`src/rtl/msb_pkg.sv`:
```
// Shared types for the L1 BRAM read arbiter: request layout, port-id type and lock state.
package msb_pkg;

    localparam int NPORTS    = 4;
    localparam int CHANNELS  = 2;
    localparam int L1_NSTRMS = 16;
    localparam int L1_NCL    = 16;
    localparam int WAYS      = 8;

    localparam int CH_W = (CHANNELS  > 1) ? $clog2(CHANNELS)  : 1;
    localparam int ST_W = (L1_NSTRMS > 1) ? $clog2(L1_NSTRMS) : 1;
    localparam int CL_W = (L1_NCL    > 1) ? $clog2(L1_NCL)    : 1;
    localparam int OF_W = (WAYS      > 1) ? $clog2(WAYS)      : 1;

    typedef struct packed {
        logic [CH_W-1:0] ch;
        logic [ST_W-1:0] st;
        logic [CL_W-1:0] cl;
        logic [OF_W-1:0] of;
    } rd_req_t;

    localparam int req_w = $bits(rd_req_t);

    typedef logic [$clog2(NPORTS)-1:0] port_id_t;

    typedef enum logic {
        ARB_OPEN   = 1'b0,
        ARB_LOCKED = 1'b1
    } arb_state_e;

    function automatic int wrap_inc(input int v, input int n);
        return (v + 1 >= n) ? 0 : v + 1;
    endfunction

endpackage

```
`src/rtl/bram_rd_arb_tagq.sv`:
```
// In-order tag FIFO: remembers which port issued each outstanding BRAM read.
module bram_rd_arb_tagq
    import msb_pkg::*;
#(
    parameter int W     = 2,
    parameter int DEPTH = 8
) (
    input  logic         clk,
    input  logic         reset,
    input  logic         push,
    input  logic [W-1:0] din,
    input  logic         pop,
    output logic         full,
    output logic         empty,
    output logic [W-1:0] head
);

    localparam int AW = $clog2(DEPTH);

    logic [W-1:0] mem_q [DEPTH];
    logic [AW:0]  wp_q, wp_d;
    logic [AW:0]  rp_q, rp_d;
    logic         do_push, do_pop;

    // Extra MSB on each pointer distinguishes full from empty when the indices match.
    assign empty   = (wp_q == rp_q);
    assign full    = (wp_q[AW] != rp_q[AW]) && (wp_q[AW-1:0] == rp_q[AW-1:0]);
    assign head    = mem_q[rp_q[AW-1:0]];
    assign do_push = push && !full;
    assign do_pop  = pop && !empty;

    always_comb begin
        wp_d = wp_q;
        rp_d = rp_q;
        if (do_push) wp_d = wp_q + (AW+1)'(1);
        if (do_pop)  rp_d = rp_q + (AW+1)'(1);
    end

    always_ff @(posedge clk) begin
        if (reset) begin
            wp_q <= '0;
            rp_q <= '0;
        end else begin
            wp_q <= wp_d;
            rp_q <= rp_d;
        end
    end

    always_ff @(posedge clk) begin
        if (do_push) mem_q[wp_q[AW-1:0]] <= din;
    end

endmodule

```
`src/rtl/bram_rd_arb.sv`:
```
// Round-robin arbiter of consumer read ports onto the single bram_top read port, with tag-routed responses.
// Optional BRAM_RD_ARB_PERF_EN adds per-port grant counters (o_gcnt) and a full-stall counter (o_stall).
module bram_rd_arb
    import msb_pkg::*;
#(
    parameter int nports     = NPORTS,
    parameter int DATA_WIDTH = 64,
    parameter int tag_depth  = 8
) (
    input  logic                    clk,
    input  logic                    reset,
    input  logic [nports-1:0]       i_v,
    output logic [nports-1:0]       i_r,
    input  logic [nports*req_w-1:0] i_ra,
    output logic                    m_v,
    input  logic                    m_r,
    output logic [req_w-1:0]        m_ra,
    input  logic                    s_v,
    output logic                    s_r,
    input  logic [2*DATA_WIDTH-1:0] s_rd,
    input  logic [CH_W+ST_W-1:0]    s_ra,
    output logic [nports-1:0]       o_v,
    input  logic [nports-1:0]       o_r,
    output logic [2*DATA_WIDTH-1:0] o_rd,
    output logic [CH_W+ST_W-1:0]    o_ra,
    output logic                    o_err
`ifdef BRAM_RD_ARB_PERF_EN
    ,
    output logic [nports*32-1:0]    o_gcnt,
    output logic [31:0]             o_stall
`endif
);

    localparam int PW = (nports > 1) ? $clog2(nports) : 1;
    typedef logic [PW-1:0] pid_t;

    arb_state_e state_q, state_d;
    pid_t       lock_idx_q, lock_idx_d;
    pid_t       rr_ptr_q, rr_ptr_d;
    pid_t       grant, rr_pick, idx_p;
    pid_t       head;
    logic       found, any_v, fifo_full, fifo_empty, accept, pop;
    logic       o_err_q, o_err_d;
    int         idx;

    assign any_v = |i_v;

    // Cyclic search starting at rr_ptr; a pending (locked) grant overrides it.
    always_comb begin
        rr_pick = rr_ptr_q;
        found   = 1'b0;
        idx     = 0;
        idx_p   = '0;
        for (int k = 0; k < nports; k++) begin
            idx = int'(rr_ptr_q) + k;
            if (idx >= nports) idx = idx - nports;
            idx_p = pid_t'(idx);
            if (!found && i_v[idx_p]) begin
                rr_pick = idx_p;
                found   = 1'b1;
            end
        end
        grant = (state_q == ARB_LOCKED) ? lock_idx_q : rr_pick;
    end

    assign m_v    = any_v && !fifo_full && !reset;
    assign m_ra   = i_ra[int'(grant)*req_w +: req_w];
    assign accept = m_v && m_r;

    always_comb begin
        i_r        = '0;
        i_r[grant] = m_r && !fifo_full && !reset;
    end

    always_comb begin
        state_d    = state_q;
        lock_idx_d = lock_idx_q;
        rr_ptr_d   = rr_ptr_q;
        case (state_q)
            ARB_OPEN: begin
                if (m_v && !m_r) begin
                    state_d    = ARB_LOCKED;
                    lock_idx_d = grant;
                end
            end
            ARB_LOCKED: begin
                if (accept) state_d = ARB_OPEN;
            end
            default: state_d = ARB_OPEN;
        endcase
        if (accept) rr_ptr_d = pid_t'(wrap_inc(int'(grant), nports));
    end

    always_ff @(posedge clk) begin
        if (reset) begin
            state_q    <= ARB_OPEN;
            lock_idx_q <= '0;
            rr_ptr_q   <= '0;
        end else begin
            state_q    <= state_d;
            lock_idx_q <= lock_idx_d;
            rr_ptr_q   <= rr_ptr_d;
        end
    end

    bram_rd_arb_tagq #(
        .W     (PW),
        .DEPTH (tag_depth)
    ) u_tagq (
        .clk   (clk),
        .reset (reset),
        .push  (accept),
        .din   (grant),
        .pop   (pop),
        .full  (fifo_full),
        .empty (fifo_empty),
        .head  (head)
    );

    // Response path is pure steering: data/addr broadcast, valid/ready routed by FIFO head.
    always_comb begin
        o_v       = '0;
        o_v[head] = s_v && !fifo_empty && !reset;
    end

    assign s_r  = o_r[head] && !fifo_empty && !reset;
    assign pop  = s_v && s_r;
    assign o_rd = s_rd;
    assign o_ra = s_ra;

    assign o_err_d = o_err_q || (s_v && fifo_empty);

    always_ff @(posedge clk) begin
        if (reset) o_err_q <= 1'b0;
        else       o_err_q <= o_err_d;
    end

    assign o_err = o_err_q;

`ifdef BRAM_RD_ARB_PERF_EN
    logic [nports-1:0][31:0] gcnt_q, gcnt_d;
    logic [31:0]             stall_q, stall_d;

    always_comb begin
        gcnt_d  = gcnt_q;
        stall_d = stall_q;
        if (accept)                gcnt_d[grant] = gcnt_q[grant] + 32'd1;
        if (any_v && fifo_full)    stall_d       = stall_q + 32'd1;
    end

    always_ff @(posedge clk) begin
        if (reset) begin
            gcnt_q  <= '0;
            stall_q <= '0;
        end else begin
            gcnt_q  <= gcnt_d;
            stall_q <= stall_d;
        end
    end

    assign o_gcnt  = gcnt_q;
    assign o_stall = stall_q;
`endif

endmodule

```
`config.mk`:
```
export PLATFORM = sky130hd
export DESIGN_NAME = bram_rd_arb
export DESIGN_NICKNAME = d
export VERILOG_FILES = /design/src/rtl/msb_pkg.sv /design/src/rtl/bram_rd_arb_tagq.sv /design/src/rtl/bram_rd_arb.sv
export SDC_FILE = /design/constraint.sdc
export NUM_CORES = 1
export LEC_CHECK = 0
export BUFFER_PORTS_ARGS = -buffer_cell sky130_fd_sc_hd__buf_4
export CORE_AREA = 2 2 136 138
export CTS_CLUSTER_SIZE = 28
export DETAILED_ROUTE_END_ITERATION = 16
export DIE_AREA = 0 0 138 140
export MAX_ROUTING_LAYER = met4
export REMOVE_ABC_BUFFERS = 1
export SLEW_MARGIN = 20
export SYNTH_ARGS = -nofsm -noshare
export SYNTH_HDL_FRONTEND = slang
export SYNTH_SLANG_ARGS = --single-unit
```
`constraint.sdc`:
```
create_clock -name clk -period 1.9 [get_ports clk]
set_input_delay 0.19 -clock clk [delete_from_list [all_inputs] [get_ports clk]]
set_output_delay 0.19 -clock clk [all_outputs]
set_load 0.03 [all_outputs]
```
==> impl_metrics.yaml, run 1 <==
sta:
  period_share_pct: 120
  period_minus_slack_ns: 2.27
  hold_viol_final: 0
  worst_slew_pin_slew_ns: 0.306
  fin_setup_tns_ns: -7.55
  rsz0062_at_grt: "true"
  setup_viol: 30
  max_freq_mhz: 440
  holdWs_ns: 0.187
  finalMaxSlewViolations: 0
  max-slew-margin-rel_pct: 79.6
  skew_ns: 0.00684
  fin_ws_ns: -0.371
clock_tree:
  cts_root_buf: "clkbuf_16"
  cts-buffers-inserted: 5
  cts_tree: "done"
  clock_path_buffers: 2
  cts_htree_levels: 2
  insertion_delay_ns: 0.28
  cts_hold_buf: 0
  clk_pin_slew_ns: 0.06
  cts_sinks: 33
status:
  status: "finished, violations left"
  violations: "setup timing"
route:
  drt_iter0_drc: 211
  ant_nets: 0
  drc: 0
  wl_um: 27600
  drtPass1Iterations: 4
  avgRoutedWirePerCell_um: 51.3
  vias: 2485
  routed_via_density: 4.61
global_route:
  grt_pass1_vias: 2389
  grt_max_degree: 20
  track_usage_pct: 28.3
  grt_overflow: 0
  antenna_found_initial: 1
  grt_pass1_wl_um: 32600
logic_synthesis:
  synth_flop_cell: "dfxtp_1"
  syn_area_per_cell_um2: 9.42
  synthArstFlopShare_pct: 0
  synth_cell_type_count: 40
  synth_edf_count: 16
  ys_ff_latch: 33
  yosys_warnings: 0
  synthesis.area_um2: 3030
  syn_inst: 321
  yosysSeqAreaShare_pct: 27.1
pwr:
  seqPwrFrac_pct: 29.5
  power_density_nw_per_um2: 696
  p_sw_mw: 0.725
  irDropWorstVdd_mv: 0.358
  switching_share_pct: 27.2
  p_leak_nw: 1.55
  p_total_mw: 2.66
  p_int_mw: 1.94
  pwr-share-clk_pct: 39.6
  p_comb_share_pct: 31.0
setup_path:
  crit_path_cell_trace: "nand2b_4 -> o21a_1 -> o221a_1 -> mux2_4 -> inv_8 -> buf_8 -> mux2i_2 -> buf_4"
  worstPathArrival_ns: 2.08
  critPathMaxFanout: 7
  crit_required_ns: 1.71
  reg2regPathDepth: 7
  crit_type: "register to output port"
  start_kind: "register"
  reg2reg_slack_ns: -0.25
  max_stage_delay_ns: 0.35
  crit_path_top_delay_cell: "dfxtp_4"
  critPathCaptureType: "output port"
floorplanning:
  pin_count: 349
  initial_core_util_pct: 17.0
  die_y_um: 140
  fp.dieW_um: 138
  num_rows: 49
  core_area_um2: 17800
  die-area_um2: 19300
layout:
  final_util_pct: 21.5
  nets: 504
  syn2layout_area_growth_pct: 26.5
  drive_gt1_share_pct: 59.9
  final_cells: 539
place:
  gp_congestion: 1.29
  dp_cells: 516
  hpwl_um: 25500
  port_buffers: 82
hold_path:
  hp-start: "s_v"
  hold_depth: 3
  holdPathEnd: "o_err"
  hold_class: "input pin to register"
job:
  maxCapViolCount: 0
[per-stage QoR]
stage / instance area (µm²) / setup WS [ns]
global placement: 3100 / -0.295
finish: 3830 / -0.371
CTS: 3570 / -0.398
floorplan: 1980 / -1.20
detailed placement: 3100 / -0.333
global route: 3830 / -0.474
[synthesized netlist by cell type (4+ instances only)]
master | count | area share (%)
buf_4 | 133 | 33
nand2_1 | 8 | 0.99
buf_2 | 7 | 1.2
clkbuf_1 | 4 | 0.50
xnor2_1 | 5 | 1.4
nor2b_1 | 6 | 1.2
nor2_1 | 20 | 2.5
edfxtp_1 | 16 | 16
nand2b_1 | 4 | 0.83
nor3_1 | 4 | 0.66
mux2i_1 | 44 | 15
nand3_1 | 4 | 0.66
dfxtp_1 | 17 | 11
a21oi_1 | 6 | 0.99
[power by group through the flow]
stage,clock [mW],combinational [mW],sequential [mW]
3_5_place_dp,0,0.653,0.799
5_1_grt,1.09,0.877,0.786
6_report,1.05,0.824,0.785
3_3_place_gp,0,0.637,0.797
2_1_floorplan,0,0.348,0.804
4_1_cts,1.06,0.761,0.784
[placed cells by master, fill, tap and decap left out, types with 2 or more instances in the layout]
master       n
mux2i_4      5
ha_1         2
nand3_1      3
xor2_1       2
buf_8        4
nor3_2       3
o21ai_0      2
nand2_1      7
dfxtp_1     11
nand4b_1     2
a21oi_1      5
nor4b_4      2
xnor2_2      5
dfxtp_2      3
clkbuf_16    6
nor2b_1      5
inv_1        2
dfxtp_4      3
bufinv_16    2
nor2_4       2
mux4_2       4
nor3b_2      3
mux2i_1     37
nand2b_1     3
buf_4      106
o21a_1       2
mux2i_2      4
buf_6       11
nand4_1      3
nor2_1      18
edfxtp_1    16
[cell type report]
cell class                      count  area [µm²]
Fill cell                        1915       14000
Inverter                            3        18.8
Clock buffer                        5         125
Timing Repair Buffer              124        1050
Clock inverter                      3        65.1
Multi-Input combinational cell    141        1440
Antenna cell                        1        2.50
Tap cell                          229         287
Sequential cell                    33         836
[routing by layer]
layer	vias up	GRT usage, %	wire [µm]
met2	362	42.3	12000
met3	102	39.5	8190
met5	-	-	0
li1	938	-	-
met4	0	24.0	3150
met1	1083	11.7	4300
[critical path, delay by kind of cell, from the launching register on]
kind            cells  cell delay [ns]
simple gates        1             0.14
mux                 2             0.54
compound gates      2             0.33
flops               1             0.35
buf+inv             3             0.42
[repair_timing]
action                                  CTS  global route
setup buffers                             5             7
endpoints found under the setup margin   43            59
gates resized for setup                  49            40
gates cloned                              1             1
pin swaps                                 7            11
[logic make-up after synthesis]
group | Yosys count | synth area share (%)
AO/OA/AOI/OAI | 19 | 4.67
XOR/XNOR | 8 | 2.32
adder cells (fa/ha/maj) | 3 | 1.24
AND/OR/NAND/NOR | 60 | 10.4
multiplexers | 51 | 19.2
flip-flops | 33 | 27.1
buffers and inverters | 147 | 35.0
[worst max path at each step]
stage / endpoint / slack (ns) / startpoint
3_5_place_dp: register / -0.33 / register
5_1_grt: m_ra[9] / -0.47 / rr_ptr_q[1]
2_1_floorplan: s_r / -1.20 / register
4_1_cts: m_ra[9] / -0.40 / rr_ptr_q[1]
3_3_place_gp: s_r / -0.30 / register
6_report: m_ra[8] / -0.37 / rr_ptr_q[1]
No activity file was read; power rests on OpenSTA's default activity.
==> inputs of run 2 (changes only) <==
SETUP_SLACK_MARGIN = 0.15   (was default)
==> run 2 against run 1 <==
The flow still finishes with violations (setup timing). Sequential power about the same. Combinational power increased by 2.4%. Maximum frequency decreased by 1.4%. Flip-flop and latch count unchanged. Clock skew increased by 0.0013 ns. Highest routed layer unchanged. Sequential share of layout area decreased by 0.15 points. Clock power about the same.
==> impl_metrics.yaml, run 2 (synthesized netlist as in run 1, its figures left out) <==
sta:
  worst_slew_pin_slew_ns: 0.314
  holdWs_ns: 0.186
  setup_viol: 28
  max_freq_mhz: 434
  rsz0062_at_grt: "true"
  skew_ns: 0.00811
  hold_viol_final: 0
  max-slew-margin-rel_pct: 79.0
  fin_ws_ns: -0.404
  period_minus_slack_ns: 2.30
  period_share_pct: 121
  finalMaxSlewViolations: 0
floorplanning:
  die-area_um2: 19300
  die_y_um: 140
  fp.dieW_um: 138
  pin_count: 349
  initial_core_util_pct: 17.0
  num_rows: 49
  core_area_um2: 17800
pwr:
  irDropWorstVdd_mv: 0.360
  p_total_mw: 2.69
  p_leak_nw: 1.56
  power_density_nw_per_um2: 688
route:
  wl_um: 27900
  drtPass1Iterations: 6
  avgRoutedWirePerCell_um: 51.6
  drc: 0
  vias: 2499
  drt_iter0_drc: 192
  routed_via_density: 4.62
  ant_nets: 0
clock_tree:
  clock_path_buffers: 2
  cts_htree_levels: 2
  cts_sinks: 33
  clk_pin_slew_ns: 0.06
  cts_root_buf: "clkbuf_16"
  cts_tree: "done"
  cts-buffers-inserted: 5
  insertion_delay_ns: 0.28
  cts_hold_buf: 0
setup_path:
  cp.buffers_inverters: 3
  crit_type: "register to output port"
  crit_required_ns: 1.71
  endpoint: "m_ra[8]"
  reg2reg_slack_ns: -0.25
  worstPathArrival_ns: 2.11
  crit_path_top_delay_cell: "dfxtp_4"
  critPathTopFamily: "multiplexers"
  start_kind: "register"
  critPathMaxFanout: 7
  setup.worst_path.start: "rr_ptr_q[1]"
  reg2regPathDepth: 7
  crit_path_cell_trace: "nand2b_4 -> o21a_1 -> o221a_1 -> mux2_4 -> inv_8 -> buf_8 -> mux2i_2 -> buf_4"
  max_stage_delay_ns: 0.36
  critPathCaptureType: "output port"
  worst-path-stages: 8
hold_path:
  hold_depth: 3
  hold_class: "input pin to register"
layout:
  drive_gt1_share_pct: 62.7
  fillers: 1912
  final_cell_mix: "105 x buf_4, 37 x mux2i_1, 17 x nor2_1"
  nets: 506
  syn2layout_area_growth_pct: 29.1
  final_common_cell: "buf_4"
status:
  status: "finished, violations left"
  violations: "setup timing"
place:
  hpwl_um: 25500
  gp_congestion: 1.29
  port_buffers: 82
global_route:
  track_usage_pct: 28.4
  grt_pass1_wl_um: 32900
  antenna_found_initial: 1
  grt_max_degree: 20
  grt_overflow: 0
  grt_pass1_vias: 2399
job:
  maxCapViolCount: 0
run 2: changes by cell type in the layout (fill, tap and decap cells not counted), sizes merged:
cell,previous run,this run
buf,123,125
run 2: final cells by class:
type                    instances  area (µm²)  area share (%)
diodes                          1        2.50          0.0641
inverters                       3        18.8           0.481
repair buffers                126        1090            27.8
flip-flops and latches         33         847            21.7
well taps                     229         287            7.34
clock buffers                   5         125            3.20
clock inverters                 3        65.1            1.67
multi-input cells             141        1470            37.7
run 2: what timing repair did:
item                                    4_1_cts  5_1_grt
gates resized for setup                      60       44
pin swaps                                    14       13
setup buffers                                 5        9
cloned                                        1        1
endpoints found under the setup margin       56       61
run 2: where the power goes:
group / internal [mW] / switching (mW) / leakage [nW]
logic: 0.433 / 0.411 / 1.18
registers: 0.765 / 0.0176 / 0.291
clock network: 0.749 / 0.309 / 0.0938
total: 1.95 / 0.738 / 1.56
run 2: worst register-to-register path: cells and delay by family, from the launching register on:
family                 cells  cell delay, ns
AO/OA/AOI/OAI              1            0.24
buffers and inverters      1            0.17
flip-flops                 1            0.36
multiplexers               3            1.04
AND/OR/NAND/NOR            2            0.23
run 2: worst min-delay path by stage:
stage,start,endpoint
final,s_v,o_err
after global routing,s_v,o_err
after CTS,s_v,o_err
after detailed placement,s_rd[105],o_rd[105]
after global placement,s_rd[105],o_rd[105]
after floorplan,reset,lock_idx_q[0]
run 2: through the flow:
step / std cells / worst slack [ns] / instance area (µm²) / util, % / TNS (ns)
6_report: 541 / -0.404 / 3910 / 22.0 / -8.43
5_1_grt: 541 / -0.481 / 3910 / 22.0 / -10.96
4_1_cts: 530 / -0.390 / 3620 / 20.4 / -7.56
3_5_place_dp: 516 / -0.333 / 3100 / 17.4 / -5.25
3_3_place_gp: 516 / -0.295 / 3100 / 17.4 / -3.46
2_1_floorplan: 177 / -1.20 / 1980 / - / -14.04
run 2: metal layers:
metal	share of wire [%]	track usage [%]	wire length, µm	vias to the layer above
met5	0	-	0	-
met3	29	39.1	8160	114
met1	16	12.2	4360	1099
met2	42	41.0	11800	343
met4	13	27.2	3570	0
li1	-	-	-	943
==> inputs of run 3 (changes only) <==
CORE_AREA = 2 2 135 137   (was 2 2 136 138)
DIE_AREA = 0 0 137 139   (was 0 0 138 140)
==> run 3 against run 2 <==
The flow still finishes with violations (setup timing). Maximum frequency decreased by 1.1%. Cell count up 1.8%. Global-route usage rose by 0.17 points. Wire length shrank 1.3%. Critical endpoint is now s_r.
==> impl_metrics.yaml, run 3 (synthesized netlist as in run 1, its figures left out) <==
sta:
  fin_ws_ns: -0.429
  hold_viol_final: 0
  worst_slew_pin_slew_ns: 0.308
  max_freq_mhz: 429
  max-slew-margin-rel_pct: 79.4
  rsz0062_at_grt: "true"
  finalMaxSlewViolations: 0
  period_share_pct: 123
  skew_ns: 0.00352
  setup_viol: 36
  period_minus_slack_ns: 2.33
  holdWs_ns: 0.185
hold_path:
  hp-start: "s_v"
  hold_class: "input pin to register"
pwr:
  irDropWorstVdd_mv: 0.338
  power_density_nw_per_um2: 686
  p_leak_nw: 1.65
layout:
  fillers: 1912
  final_cell_mix: "102 x buf_4, 41 x mux2i_1, 24 x buf_6"
  drive_gt1_share_pct: 62.0
  regArea_um2: 840
  final_common_cell: "buf_4"
  syn2layout_area_growth_pct: 34.0
  final_cells: 551
  multi_input_area_um2: 1450
  final_util_pct: 23.0
  nets: 516
floorplanning:
  core_area_um2: 17700
  num_rows: 49
  die-area_um2: 19000
  fp.dieW_um: 137
  initial_core_util_pct: 17.1
  die_y_um: 139
  pin_count: 349
route:
  drt_iter0_drc: 135
  vias: 2487
  drc: 0
  ant_nets: 0
  routed_via_density: 4.51
  wl_um: 27500
  drtPass1Iterations: 4
  avgRoutedWirePerCell_um: 50.0
place:
  port_buffers: 82
  hpwl_um: 25100
  gp_congestion: 1.27
  dp_cells: 518
clock_tree:
  cts_sinks: 33
  insertion_delay_ns: 0.28
  cts-buffers-inserted: 5
  cts_tree: "done"
  cts_htree_levels: 2
  cts_hold_buf: 0
  clock_path_buffers: 2
  cts_root_buf: "clkbuf_16"
  clk_pin_slew_ns: 0.06
status:
  status: "finished, violations left"
  violations: "setup timing"
job:
  maxCapViolCount: 0
setup_path:
  worstPathArrival_ns: 2.14
  endpoint: "s_r"
  start_kind: "register"
  crit_path_top_delay_cell: "mux4_2"
  setup.worst_path.start: "u_tagq.mem_q[0][1]"
  critPathCaptureType: "output port"
  reg2reg_slack_ns: -0.22
  crit_top_cell: "buf_4"
  critPathMaxFanout: 4
  crit_type: "register to output port"
  reg2regPathDepth: 8
  crit_required_ns: 1.71
  crit_path_cell_trace: "mux4_2 -> mux2i_4 -> buf_4 -> nor2b_1 -> a211oi_2 -> a2111oi_2 -> buf_4 -> buf_6"
  max_stage_delay_ns: 0.50
global_route:
  grt_pass1_vias: 2408
  grt_max_degree: 13
  antenna_found_initial: 1
  grt_pass1_wl_um: 32000
  track_usage_pct: 28.6
  grt_overflow: 0
==> run 3: worst min-delay path by stage <==
stage                     to  cells past startpoint
6_report               o_err                      3
2_1_floorplan  lock_idx_q[0]                      1
5_1_grt                o_err                      3
3_3_place_gp         o_rd[1]                      0
3_5_place_dp         o_rd[1]                      0
4_1_cts                o_err                      3
==> run 3: area by class of cell <==
type / instances / share of cell area (%)
Multi-Input combinational cell: 141 / 35.8
Timing Repair Buffer: 136 / 31.2
Sequential cell: 33 / 20.7
Tap cell: 229 / 7.07
Clock buffer: 5 / 3.09
Clock inverter: 3 / 1.60
Inverter: 3 / 0.463
Antenna cell: 1 / 0.0617
==> run 3: through the flow <==
stage	setup TNS [ns]	power (mW)	instance area [µm²]	setup WS (ns)
6_report	-9.26	2.78	4050	-0.429
3_3_place_gp	-3.20	1.45	3130	-0.459
2_1_floorplan	-14.04	1.15	1980	-1.20
4_1_cts	-8.96	2.73	3820	-0.466
3_5_place_dp	-3.78	1.47	3130	-0.406
5_1_grt	-11.92	2.87	4050	-0.519
==> run 3: repair_timing <==
action                                 4_1_cts  5_1_grt
resized for setup                           65       39
endpoints found under the hold margin        0        0
gates cloned                                 5        0
pin swaps                                   13       14
setup endpoints to repair                   47       56
setup buffers                               12        7
==> run 3: metal layers <==
| metal | vias up | share of wire (%) | wire, µm | track usage (%) |
|---|---|---|---|---|
| met2 | 302 | 44 | 12000 | 41.9 |
| li1 | 962 | - | - | - |
| met3 | 82 | 29 | 8070 | 38.7 |
| met5 | - | 0 | 0 | - |
| met4 | 0 | 9.9 | 2710 | 21.4 |
| met1 | 1141 | 17 | 4730 | 14.0 |
==> run 3: critical path, delay by kind of cell (launching register included) <==
kind	cells	cell delay, ns
buffers and inverters	3	0.44
multiplexers	2	0.72
AND/OR/NAND/NOR	1	0.04
AO/OA/AOI/OAI	2	0.27
flip-flops	1	0.39
==> run 3: where the power goes <==
group | switching (mW) | internal [mW] | total (mW)
Clock | 0.314 | 0.749 | 1.06
Sequential | 0.0152 | 0.768 | 0.783
Combinational | 0.431 | 0.503 | 0.933
